--- config.mk ---
export PLATFORM = sky130hd
export DESIGN_NAME = multi_link_supervisor
export DESIGN_NICKNAME = d
export VERILOG_FILES = /design/src/rtl/multi_link_supervisor.sv
export SDC_FILE = /design/constraint.sdc
export NUM_CORES = 1
export LEC_CHECK = 0
export CAP_MARGIN = 20
export CORE_ASPECT_RATIO = 2
export CORE_MARGIN = 2
export CORE_UTILIZATION = 55
export DETAILED_ROUTE_END_ITERATION = 16
export GPL_TIMING_DRIVEN = 1
export PLACE_DENSITY_LB_ADDON = 0.05
export SLEW_MARGIN = 30
export SYNTH_ARGS = -nofsm -noshare
export SYNTH_HDL_FRONTEND = slang
export SYNTH_SLANG_ARGS = --single-unit
export TNS_END_PERCENT = 100
--- constraint.sdc ---
create_clock -name clk -period 7.8 [get_ports clk]
set_input_delay 1.56 -clock clk [delete_from_list [all_inputs] [get_ports clk]]
set_output_delay 1.56 -clock clk [all_outputs]
set_load 0.01 [all_outputs]
--- src/rtl/multi_link_supervisor.sv ---
// Supervises n_ch decoded command links and forwards the selected link's speed/dir.
// Build option: define OBSTACLE_STOP_EN to force stop_speed_cmd while any obstacle sensor is high.
module multi_link_supervisor #(
  parameter int n_ch           = 2,
  parameter int cmd_l          = 4,
  parameter int def_speed_cmd  = 5,
  parameter int def_dir_cmd    = 8,
  parameter int stop_speed_cmd = 0,
  parameter int max_err_rate   = 5,
  parameter int link_timeout   = 2_000_000,
  parameter int acq_frames     = 3,
  localparam int ch_w = (n_ch > 1) ? $clog2(n_ch) : 1
) (
  input  logic                  clk,
  input  logic                  rst,
  input  logic [n_ch-1:0]       ch_avl,
  input  logic [n_ch*cmd_l-1:0] ch_speed,
  input  logic [n_ch*cmd_l-1:0] ch_dir,
  input  logic [n_ch*4-1:0]     ch_err,
  input  logic                  f1,
  input  logic                  f2,
  input  logic                  b1,
  input  logic                  b2,
  output logic [cmd_l-1:0]      speed_cmd_o,
  output logic [cmd_l-1:0]      dir_cmd_o,
  output logic                  cmd_vld,
  output logic [ch_w-1:0]       active_ch,
  output logic [n_ch-1:0]       link_ok,
  output logic [1:0]            state_o,
  output logic [7:0]            failover_cnt
);
  // cmd_vld is a one-cycle valid pulse with no ready: the consumer must take
  // speed_cmd_o/dir_cmd_o in the cycle cmd_vld is high; they hold afterwards.
  localparam int age_w = $clog2(link_timeout + 1);
  localparam int acq_w = $clog2(acq_frames + 1);
  localparam logic [age_w-1:0] age_max  = age_w'(link_timeout);
  localparam logic [3:0]       err_max  = 4'(max_err_rate);
  localparam logic [acq_w-1:0] acq_last = acq_w'(acq_frames);

  typedef enum logic [1:0] {SAFE = 2'd0, ACQ = 2'd1, RUN = 2'd2, SWITCH = 2'd3} state_t;

  state_t             state_q, state_d;
  logic [ch_w-1:0]    active_q, active_d;
  logic [acq_w-1:0]   acq_q, acq_d;
  logic [cmd_l-1:0]   speed_q, speed_d, dir_q, dir_d;
  logic               vld_q, vld_d;
  logic [7:0]         fail_q, fail_d;
  logic [age_w-1:0]   age_q [n_ch];
  logic [age_w-1:0]   age_d [n_ch];
  logic [3:0]         err_q [n_ch];
  logic [3:0]         err_d [n_ch];
  logic [n_ch-1:0]    seen_q, seen_d, link_ok_q, health_d;
  logic [n_ch-1:0]    act_mask;
  logic [ch_w:0]      low_any, low_other;
  logic [cmd_l-1:0]   sel_speed, sel_dir;
  logic               frame_ok, obstacle;

`ifdef OBSTACLE_STOP_EN
  assign obstacle = f1 | f2 | b1 | b2;
`else
  logic unused_sensors;
  assign unused_sensors = f1 | f2 | b1 | b2;
  assign obstacle = 1'b0;
`endif

  // Returns {found, index} of the lowest set bit.
  function automatic logic [ch_w:0] lowest(input logic [n_ch-1:0] mask);
    logic [ch_w:0] r;
    r = '0;
    for (int k = n_ch - 1; k >= 0; k--)
      if (mask[k]) r = {1'b1, ch_w'(k)};
    return r;
  endfunction

  // Health is judged on post-update link state so a frame arriving as the age
  // would saturate keeps the link alive.
  always_comb begin
    for (int k = 0; k < n_ch; k++) begin
      seen_d[k] = seen_q[k];
      err_d[k]  = err_q[k];
      age_d[k]  = (age_q[k] == age_max) ? age_q[k] : age_q[k] + 1'b1;
      if (ch_avl[k]) begin
        age_d[k]  = '0;
        seen_d[k] = 1'b1;
        err_d[k]  = ch_err[k*4 +: 4];
      end
      health_d[k] = seen_d[k] && (age_d[k] < age_max) && (err_d[k] <= err_max);
    end
  end

  always_comb begin
    act_mask           = '0;
    act_mask[active_q] = 1'b1;
    low_any   = lowest(health_d);
    low_other = lowest(health_d & ~act_mask);
    sel_speed = ch_speed[active_q*cmd_l +: cmd_l];
    sel_dir   = ch_dir[active_q*cmd_l +: cmd_l];
    frame_ok  = ch_avl[active_q] && (ch_err[active_q*4 +: 4] <= err_max);
    state_d  = state_q;
    active_d = active_q;
    acq_d    = acq_q;
    speed_d  = speed_q;
    dir_d    = dir_q;
    vld_d    = 1'b0;
    fail_d   = fail_q;
    case (state_q)
      SAFE: if (low_any[ch_w]) begin
        state_d  = ACQ;
        active_d = low_any[ch_w-1:0];
        // The frame that makes the candidate healthy is its first acquisition frame.
        acq_d    = ch_avl[low_any[ch_w-1:0]] ? acq_w'(1) : '0;
      end
      ACQ: begin
        if (!health_d[active_q]) state_d = SAFE;
        else if (frame_ok) begin
          if (acq_q + 1'b1 == acq_last) begin
            state_d = RUN;
            speed_d = sel_speed;
            dir_d   = sel_dir;
            vld_d   = 1'b1;
          end else acq_d = acq_q + 1'b1;
        end
      end
      RUN: begin
        if (!health_d[active_q]) begin
          if (low_other[ch_w]) begin
            state_d = SWITCH;
            fail_d  = (fail_q == 8'hFF) ? fail_q : fail_q + 8'd1;
          end else state_d = SAFE;
        end else if (frame_ok) begin
          speed_d = sel_speed;
          dir_d   = sel_dir;
          vld_d   = 1'b1;
        end
      end
      SWITCH: begin
        if (low_other[ch_w]) begin
          state_d  = RUN;
          active_d = low_other[ch_w-1:0];
        end else state_d = SAFE;
      end
      default: state_d = SAFE;
    endcase
    if (state_d == SAFE) begin
      speed_d = cmd_l'(def_speed_cmd);
      dir_d   = cmd_l'(def_dir_cmd);
    end
    if (obstacle) speed_d = cmd_l'(stop_speed_cmd);
  end

  always_ff @(posedge clk) begin
    if (rst) begin
      state_q   <= SAFE;
      active_q  <= '0;
      acq_q     <= '0;
      speed_q   <= cmd_l'(def_speed_cmd);
      dir_q     <= cmd_l'(def_dir_cmd);
      vld_q     <= 1'b0;
      fail_q    <= '0;
      seen_q    <= '0;
      link_ok_q <= '0;
      for (int k = 0; k < n_ch; k++) begin
        age_q[k] <= age_max;
        err_q[k] <= '0;
      end
    end else begin
      state_q   <= state_d;
      active_q  <= active_d;
      acq_q     <= acq_d;
      speed_q   <= speed_d;
      dir_q     <= dir_d;
      vld_q     <= vld_d;
      fail_q    <= fail_d;
      seen_q    <= seen_d;
      link_ok_q <= health_d;
      for (int k = 0; k < n_ch; k++) begin
        age_q[k] <= age_d[k];
        err_q[k] <= err_d[k];
      end
    end
  end

  assign speed_cmd_o  = speed_q;
  assign dir_cmd_o    = dir_q;
  assign cmd_vld      = vld_q;
  assign active_ch    = active_q;
  assign link_ok      = link_ok_q;
  assign state_o      = state_q;
  assign failover_cnt = fail_q;
endmodule
==> impl_metrics.csv, run 1 <==
group,metric,value,unit
run_status,run_status,"completed",
finish,drive_above_1_share,8.44,%
yosys,synth_ff_type,"dfxtp_1",
placed_design,dpl.cell_count,609,
detailed_routing,via_per_inst,5.82,
finish,antenna_cells,0,
die,fp.dieW,65.3,µm
die,die-area,0.00827,mm²
grt,grt_pass1_vias,3598,
pwr,powerDensity,196,mW/mm²
finish,fin_nets,570,
grt,grt_pass1_wl,16.3,mm
timing,slew_headroom,48.4,%
worst_setup_path,required,7.98,ns
yosys,yosys-top-cells-count,"74 x dfxtp_1, 72 x nor2_1, 30 x nand2_1",
min_path,hold_path_class,"reg -> reg",
yosys,synthTopCellsByArea,"dfxtp_1 36%, nor2_1 6.5%, xnor2_1 5.7%, mux2i_1 5.1%, ha_1 3.0%",
worst_setup_path,reg2reg_to,"dir_cmd_o[0]",
placed_design,io_buffer_count,47,
worst_setup_path,crit_arrival,5.29,ns
yosys,netlist.area_leader.share,35.8,%
yosys,synth_edf_count,0,
timing,drv_slew,0,
timing,setup_tns,0,ns
detailed_routing,drt_iter0_drc,219,
die,core_area,0.00727,mm²
worst_setup_path,path_class,"in -> reg",
die,die_h,127,µm
pwr,leakagePower,0.00173,µW
timing,worstMarginPinSlew,0.766,ns
detailed_routing,post-route-drc-count,0,
worst_setup_path,endpoint_kind,"flip-flop",
yosys,ys_seq_area_share,35.8,%
clocking,clock_latency,0.34,ns
timing,layout_worst_path_cycle_share,65.6,%
timing,clock_skew,0.00806,ns
min_path,holdPathEnd,"acq_q[1]",
pwr,ir_drop,0.000164,V
worst_setup_path,critical_path.max_fanout,18,
clocking,clkSinkCount,74,
die,start_util,56.9,%
detailed_routing,via_count,3636,
grt,antenna_found_initial,0,
die,ioPinCount,54,
detailed_routing,drtAntennaViolNets,0,
clocking,cts_buffer_depth,2,
yosys,ys_seq_elements,74,
detailed_routing,first_pass_iters,4,
die,rows,44,
placed_design,place.gp.congestion,0.905,
yosys,postSynthNetCount,539,
clocking,htreeDepth,3,
worst_setup_path,r2r_cells,9,
timing,finalHoldViolations,0,
clocking,cts_resized,0,
min_path,hp-start,"acq_q[1]",
detailed_routing,finalWirelength,9.48,mm
min_path,hold_depth,2,
timing,hold_ws,0.456,ns
yosys,ys_types,60,
clocking,clk_pin_slew,0.05,ns
detailed_routing,wl_per_cell,15.2,µm
yosys,synth_warnings,0,
worst_setup_path,cp-start-kind,"primary input",
timing,fmax,0.196,GHz
clocking,cts_buffers,9,
timing,fin_ws,2.69,ns
grt,grt-ovfl-total,0,
clocking,post_cts.repair.setup_buffers,0,
yosys,synthCells,497,
timing,setup_viol,0,
yosys,yosysTopAreaCell,"dfxtp_1",
worst_setup_path,r2r-start,"age_q[0][3]",
worst_setup_path,r2r_slack,3.70,ns
finish,finalNonFillerCells,625,
clocking,cts_tree,"done",
clocking,hold_buffers,0,
yosys,synthArstFlopShare,0,%
yosys,syn_avg_cell_area,8.32,µm²
placed_design,dpl.hpwl,6.91,mm
clocking,cts_root_buf,"clkbuf_16",
grt,grt_max_degree,53,
job,cap_violations,0,
yosys,synthesis.area,0.00413,mm²
grt,grt_use_total,24.9,%
timing,rsz0062_at_grt,"false",
finish,synthToLayoutAreaGrowth,18.4,%
yosys,yosysMostFrequentCell,"dfxtp_1",
timing,min_period,5.11,ns
placed_design,pre_cts_ws,2.34,ns
[critical path, cell delays in order]
cell and delay [ns]:
clkdlybuf4s50_1 0.95, inv_1 0.25, a211oi_1 0.46, a31oi_1 0.18
nor4_2 0.67, o21a_1 0.24, nor4_1 0.07, a2111oi_2 0.74
a211oi_1 0.16
[where the power goes]
group | internal, µW | total (µW) | switching [µW] | leakage, µW
clock | 240 | 397 | 157 | 0.000141
sequential | 394 | 415 | 21.0 | 0.000605
combinational | 70.8 | 149 | 78.5 | 0.000981
[flip-flops by register name, indices dropped and copies added (netlist names)]
| register | cells |
|---|---|
| state_o | 2 |
| age_q | 42 |
| speed_cmd_o | 4 |
| acq_q | 2 |
| active_ch | 1 |
| cmd_vld | 1 |
| err_q | 6 |
| link_ok | 2 |
| dir_cmd_o | 4 |
| failover_cnt | 8 |
| seen_q | 2 |
[worst max path at each step]
stage	depth (start not counted)	slack (ns)	to	startpoint
4_1_cts	9	2.69	dir_cmd_o[0]	ch_avl[1]
5_1_grt	9	2.44	dir_cmd_o[2]	ch_avl[1]
3_3_place_gp	9	2.45	dir_cmd_o[2]	ch_avl[1]
3_5_place_dp	9	2.34	dir_cmd_o[0]	ch_avl[1]
2_1_floorplan	10	3.81	dir_cmd_o[0]	ch_avl[1]
6_report	9	2.69	dir_cmd_o[0]	ch_avl[1]
[metrics by stage]
| stage | util, % | instance area (µm²) | power, µW |
|---|---|---|---|
| 3_5_place_dp | 63.3 | 4600 | 571 |
| 3_3_place_gp | 63.3 | 4600 | 567 |
| 5_1_grt | 67.4 | 4890 | 1000 |
| 6_report | 67.4 | 4890 | 961 |
| 4_1_cts | 67.4 | 4890 | 966 |
| 2_1_floorplan | - | 4130 | 525 |
[metal layers]
layer,vias up,global-route usage (%),wire length (µm)
li1,1827,-,-
met1,1723,26.2,3680
met2,64,45.4,5280
met3,22,6.03,274
met4,0,10.8,244
met5,-,0,0
[cell usage in the layout (no fill, tap or decap), types with 3 or more instances in the layout]
cell / netlist / layout
dfxtp_1: 74 / 74
nor2_1: 72 / 72
clkdlybuf4s50_1: 0 / 46
nand2_1: 30 / 30
xnor2_1: 27 / 27
mux2i_1: 21 / 21
inv_1: 21 / 21
nand3_1: 17 / 17
nor3_1: 16 / 16
a211oi_1: 16 / 16
o21ai_0: 15 / 15
xor2_1: 14 / 14
a21oi_1: 14 / 14
nand4_1: 13 / 13
nor4_1: 11 / 11
ha_1: 10 / 10
a21o_1: 9 / 9
clkbuf_16: 0 / 9
nor2b_1: 8 / 8
and3_1: 7 / 7
or2_2: 7 / 7
nor4b_1: 5 / 5
or3_1: 4 / 4
a31o_2: 4 / 4
mux2_2: 4 / 4
o21bai_1: 4 / 4
nand2b_1: 3 / 3
and4_1: 3 / 3
a31oi_1: 3 / 3
clkbuf_8: 0 / 3
[layout make-up]
type,count,area (µm²)
well taps,92,115
clock buffers,12,267
flip-flops and latches,74,1480
inverters,21,78.8
repair buffers,48,473
clock inverters,4,25.0
multi-input cells,374,2450
fillers,628,2370
[logic make-up (layout without fill, tap and decap cells)]
family | Yosys count | after routing | synth area share [%]
buffers and inverters | 49 | 85 | 4.75
muxes | 25 | 25 | 6.18
and+or+nand+nor | 208 | 208 | 25.8
xor gates and xnor gates | 41 | 41 | 8.69
adders and majority gates | 10 | 10 | 3.03
AOI/OAI and AO/OA | 90 | 90 | 15.7
DFF | 74 | 74 | 35.8
Note: power is estimated with default switching activity, not from simulation.
==> run 2: changes to the inputs <==
Clock period 7.8 ns to 5.28 ns, I/O delays scaled along.
==> run 2 against run 1 <==
Against the previous run: core utilization up 0.48 points; global-route usage down 0.46 points; clock skew up 0.00070 ns; sequential power up 48%; setup slack worse by 1.5 ns; sequential share of layout area down 0.22 points; non-clock buffer count up 1; clock power up 64%; die area unchanged; critical path depth unchanged.
==> impl_metrics.csv, run 2 (same netlist as run 1, synthesis figures left out) <==
group,metric,value,unit
grt,grt_use_total,24.4,%
clocking,post_cts.repair.setup_buffers,0,
job,cap_violations,0,
finish,fin_nets,571,
timing,drv_slew,0,
grt,grt_pass1_wl,16.1,mm
grt,grt_busiest_layer,"met2",
clocking,htreeDepth,3,
timing,clock_skew,0.00876,ns
die,core_area,0.00727,mm²
pwr,powerDensity,301,mW/mm²
worst_setup_path,required,5.46,ns
placed_design,place.gp.congestion,0.867,
timing,finalHoldViolations,0,
timing,setup_viol,0,
finish,synthToLayoutAreaGrowth,19.3,%
worst_setup_path,crit_arrival,4.28,ns
die,ioPinCount,54,
clocking,cts_buffer_depth,2,
die,start_util,56.9,%
detailed_routing,via_count,3631,
die,die-area,0.00827,mm²
run_status,run_status,"completed",
clocking,clk_pin_slew,0.06,ns
finish,final_area,0.00493,mm²
finish,top_register,"age_q",
grt,use_met3,4.17,%
grt,grt_use_met1,25.5,%
timing,fmax,0.244,GHz
finish,final_cell_mix,"74 x dfxtp_1, 72 x nor2_1, 46 x clkdlybuf4s50_1",
clocking,cts_buffers,9,
clocking,cts_root_buf,"clkbuf_16",
placed_design,placed_area,0.00461,mm²
clocking,clock_latency,0.34,ns
worst_setup_path,endpoint_kind,"flip-flop",
detailed_routing,finalWirelength,9.44,mm
timing,min_period,4.09,ns
timing,layout_worst_path_cycle_share,77.5,%
detailed_routing,drt_iter0_drc,182,
grt,grt-ovfl-total,0,
placed_design,io_buffer_count,47,
pwr,leakagePower,0.00174,µW
finish,antenna_cells,0,
worst_setup_path,path_class,"in -> reg",
worst_setup_path,cp-start-kind,"primary input",
detailed_routing,wl_per_cell,15.1,µm
grt,antenna_found_initial,0,
detailed_routing,first_pass_iters,4,
grt,grtUsageMet2,45.7,%
grt,grt_max_degree,28,
timing,setup_tns,0,ns
finish,drive_above_1_share,8.61,%
pwr,ir_drop,0.000208,V
detailed_routing,via_per_inst,5.80,
finish,largest_reg_flops,42,
detailed_routing,drtAntennaViolNets,0,
finish,fillers,672,
die,rows,44,
die,die_h,127,µm
finish,layout_commonest_cell,"dfxtp_1",
grt,grt_pass1_vias,3611,
clocking,cts_resized,0,
min_path,hold_path_class,"reg -> reg",
clocking,clkSinkCount,74,
clocking,hold_buffers,0,
timing,slew_headroom,50.7,%
die,fp.dieW,65.3,µm
placed_design,dpl.hpwl,7.03,mm
timing,rsz0062_at_grt,"false",
timing,worstMarginPinSlew,0.733,ns
detailed_routing,post-route-drc-count,0,
worst_setup_path,critical_path.max_fanout,8,
clocking,cts_tree,"done",
## run 2: where the power goes
part	switching (µW)	internal (µW)	total, µW	leakage (µW)
combinational	117	105	221	0.000986
clock	238	412	650	0.000151
sequential	31.2	582	613	0.000605
total	386	1100	1480	0.00174
## run 2: final cells by class
type,instances,area (µm²),share of cell area [%]
clock inverter,7,93.8,1.90
sequential,74,1480,30.1
clock buffer,9,225,4.57
multi-input combinational,374,2450,49.8
inverter,21,78.8,1.60
timing repair buffer,49,480,9.75
tap,92,115,2.34
## run 2: worst paths after layout
check	start	cells after the start	to	slack, ns
worst min-delay path	acq_q[1]	2	acq_q[1]	0.46
worst max-delay path	ch_avl[1]	9	dir_cmd_o[1]	1.19
worst max register to register	age_q[0][3]	9	dir_cmd_o[1]	1.28
worst min register to register	acq_q[1]	2	acq_q[1]	0.46
## run 2: worst max-delay path, cell delays in order
cell and delay [ns]:
clkdlybuf4s50_1 0.62, inv_1 0.16, a211oi_1 0.43, a31oi_1 0.17, nor4_2 0.64, o21a_1 0.24
nor4_1 0.07, a2111oi_2 0.73, a211oi_1 0.15
## run 2: through the flow
step / setup slack [ns] / hold slack [ns] / utilization, % / instances / total power (µW)
finish: 1.19 / 0.461 / 67.8 / 626 / 1480
detailed placement: 0.820 / 0.454 / 63.4 / 610 / 843
global placement: 0.834 / 0.446 / 63.4 / 610 / 838
CTS: 1.18 / 0.461 / 67.8 / 626 / 1490
floorplan: 1.79 / 0.435 / - / 497 / 776
global route: 0.837 / 0.497 / 67.8 / 626 / 1540
## run 2: layer usage
metal	routed length, µm	vias to the layer above
met1	3720	1724
met2	5270	55
met4	250	0
met3	205	24
li1	-	1828
met5	0	-
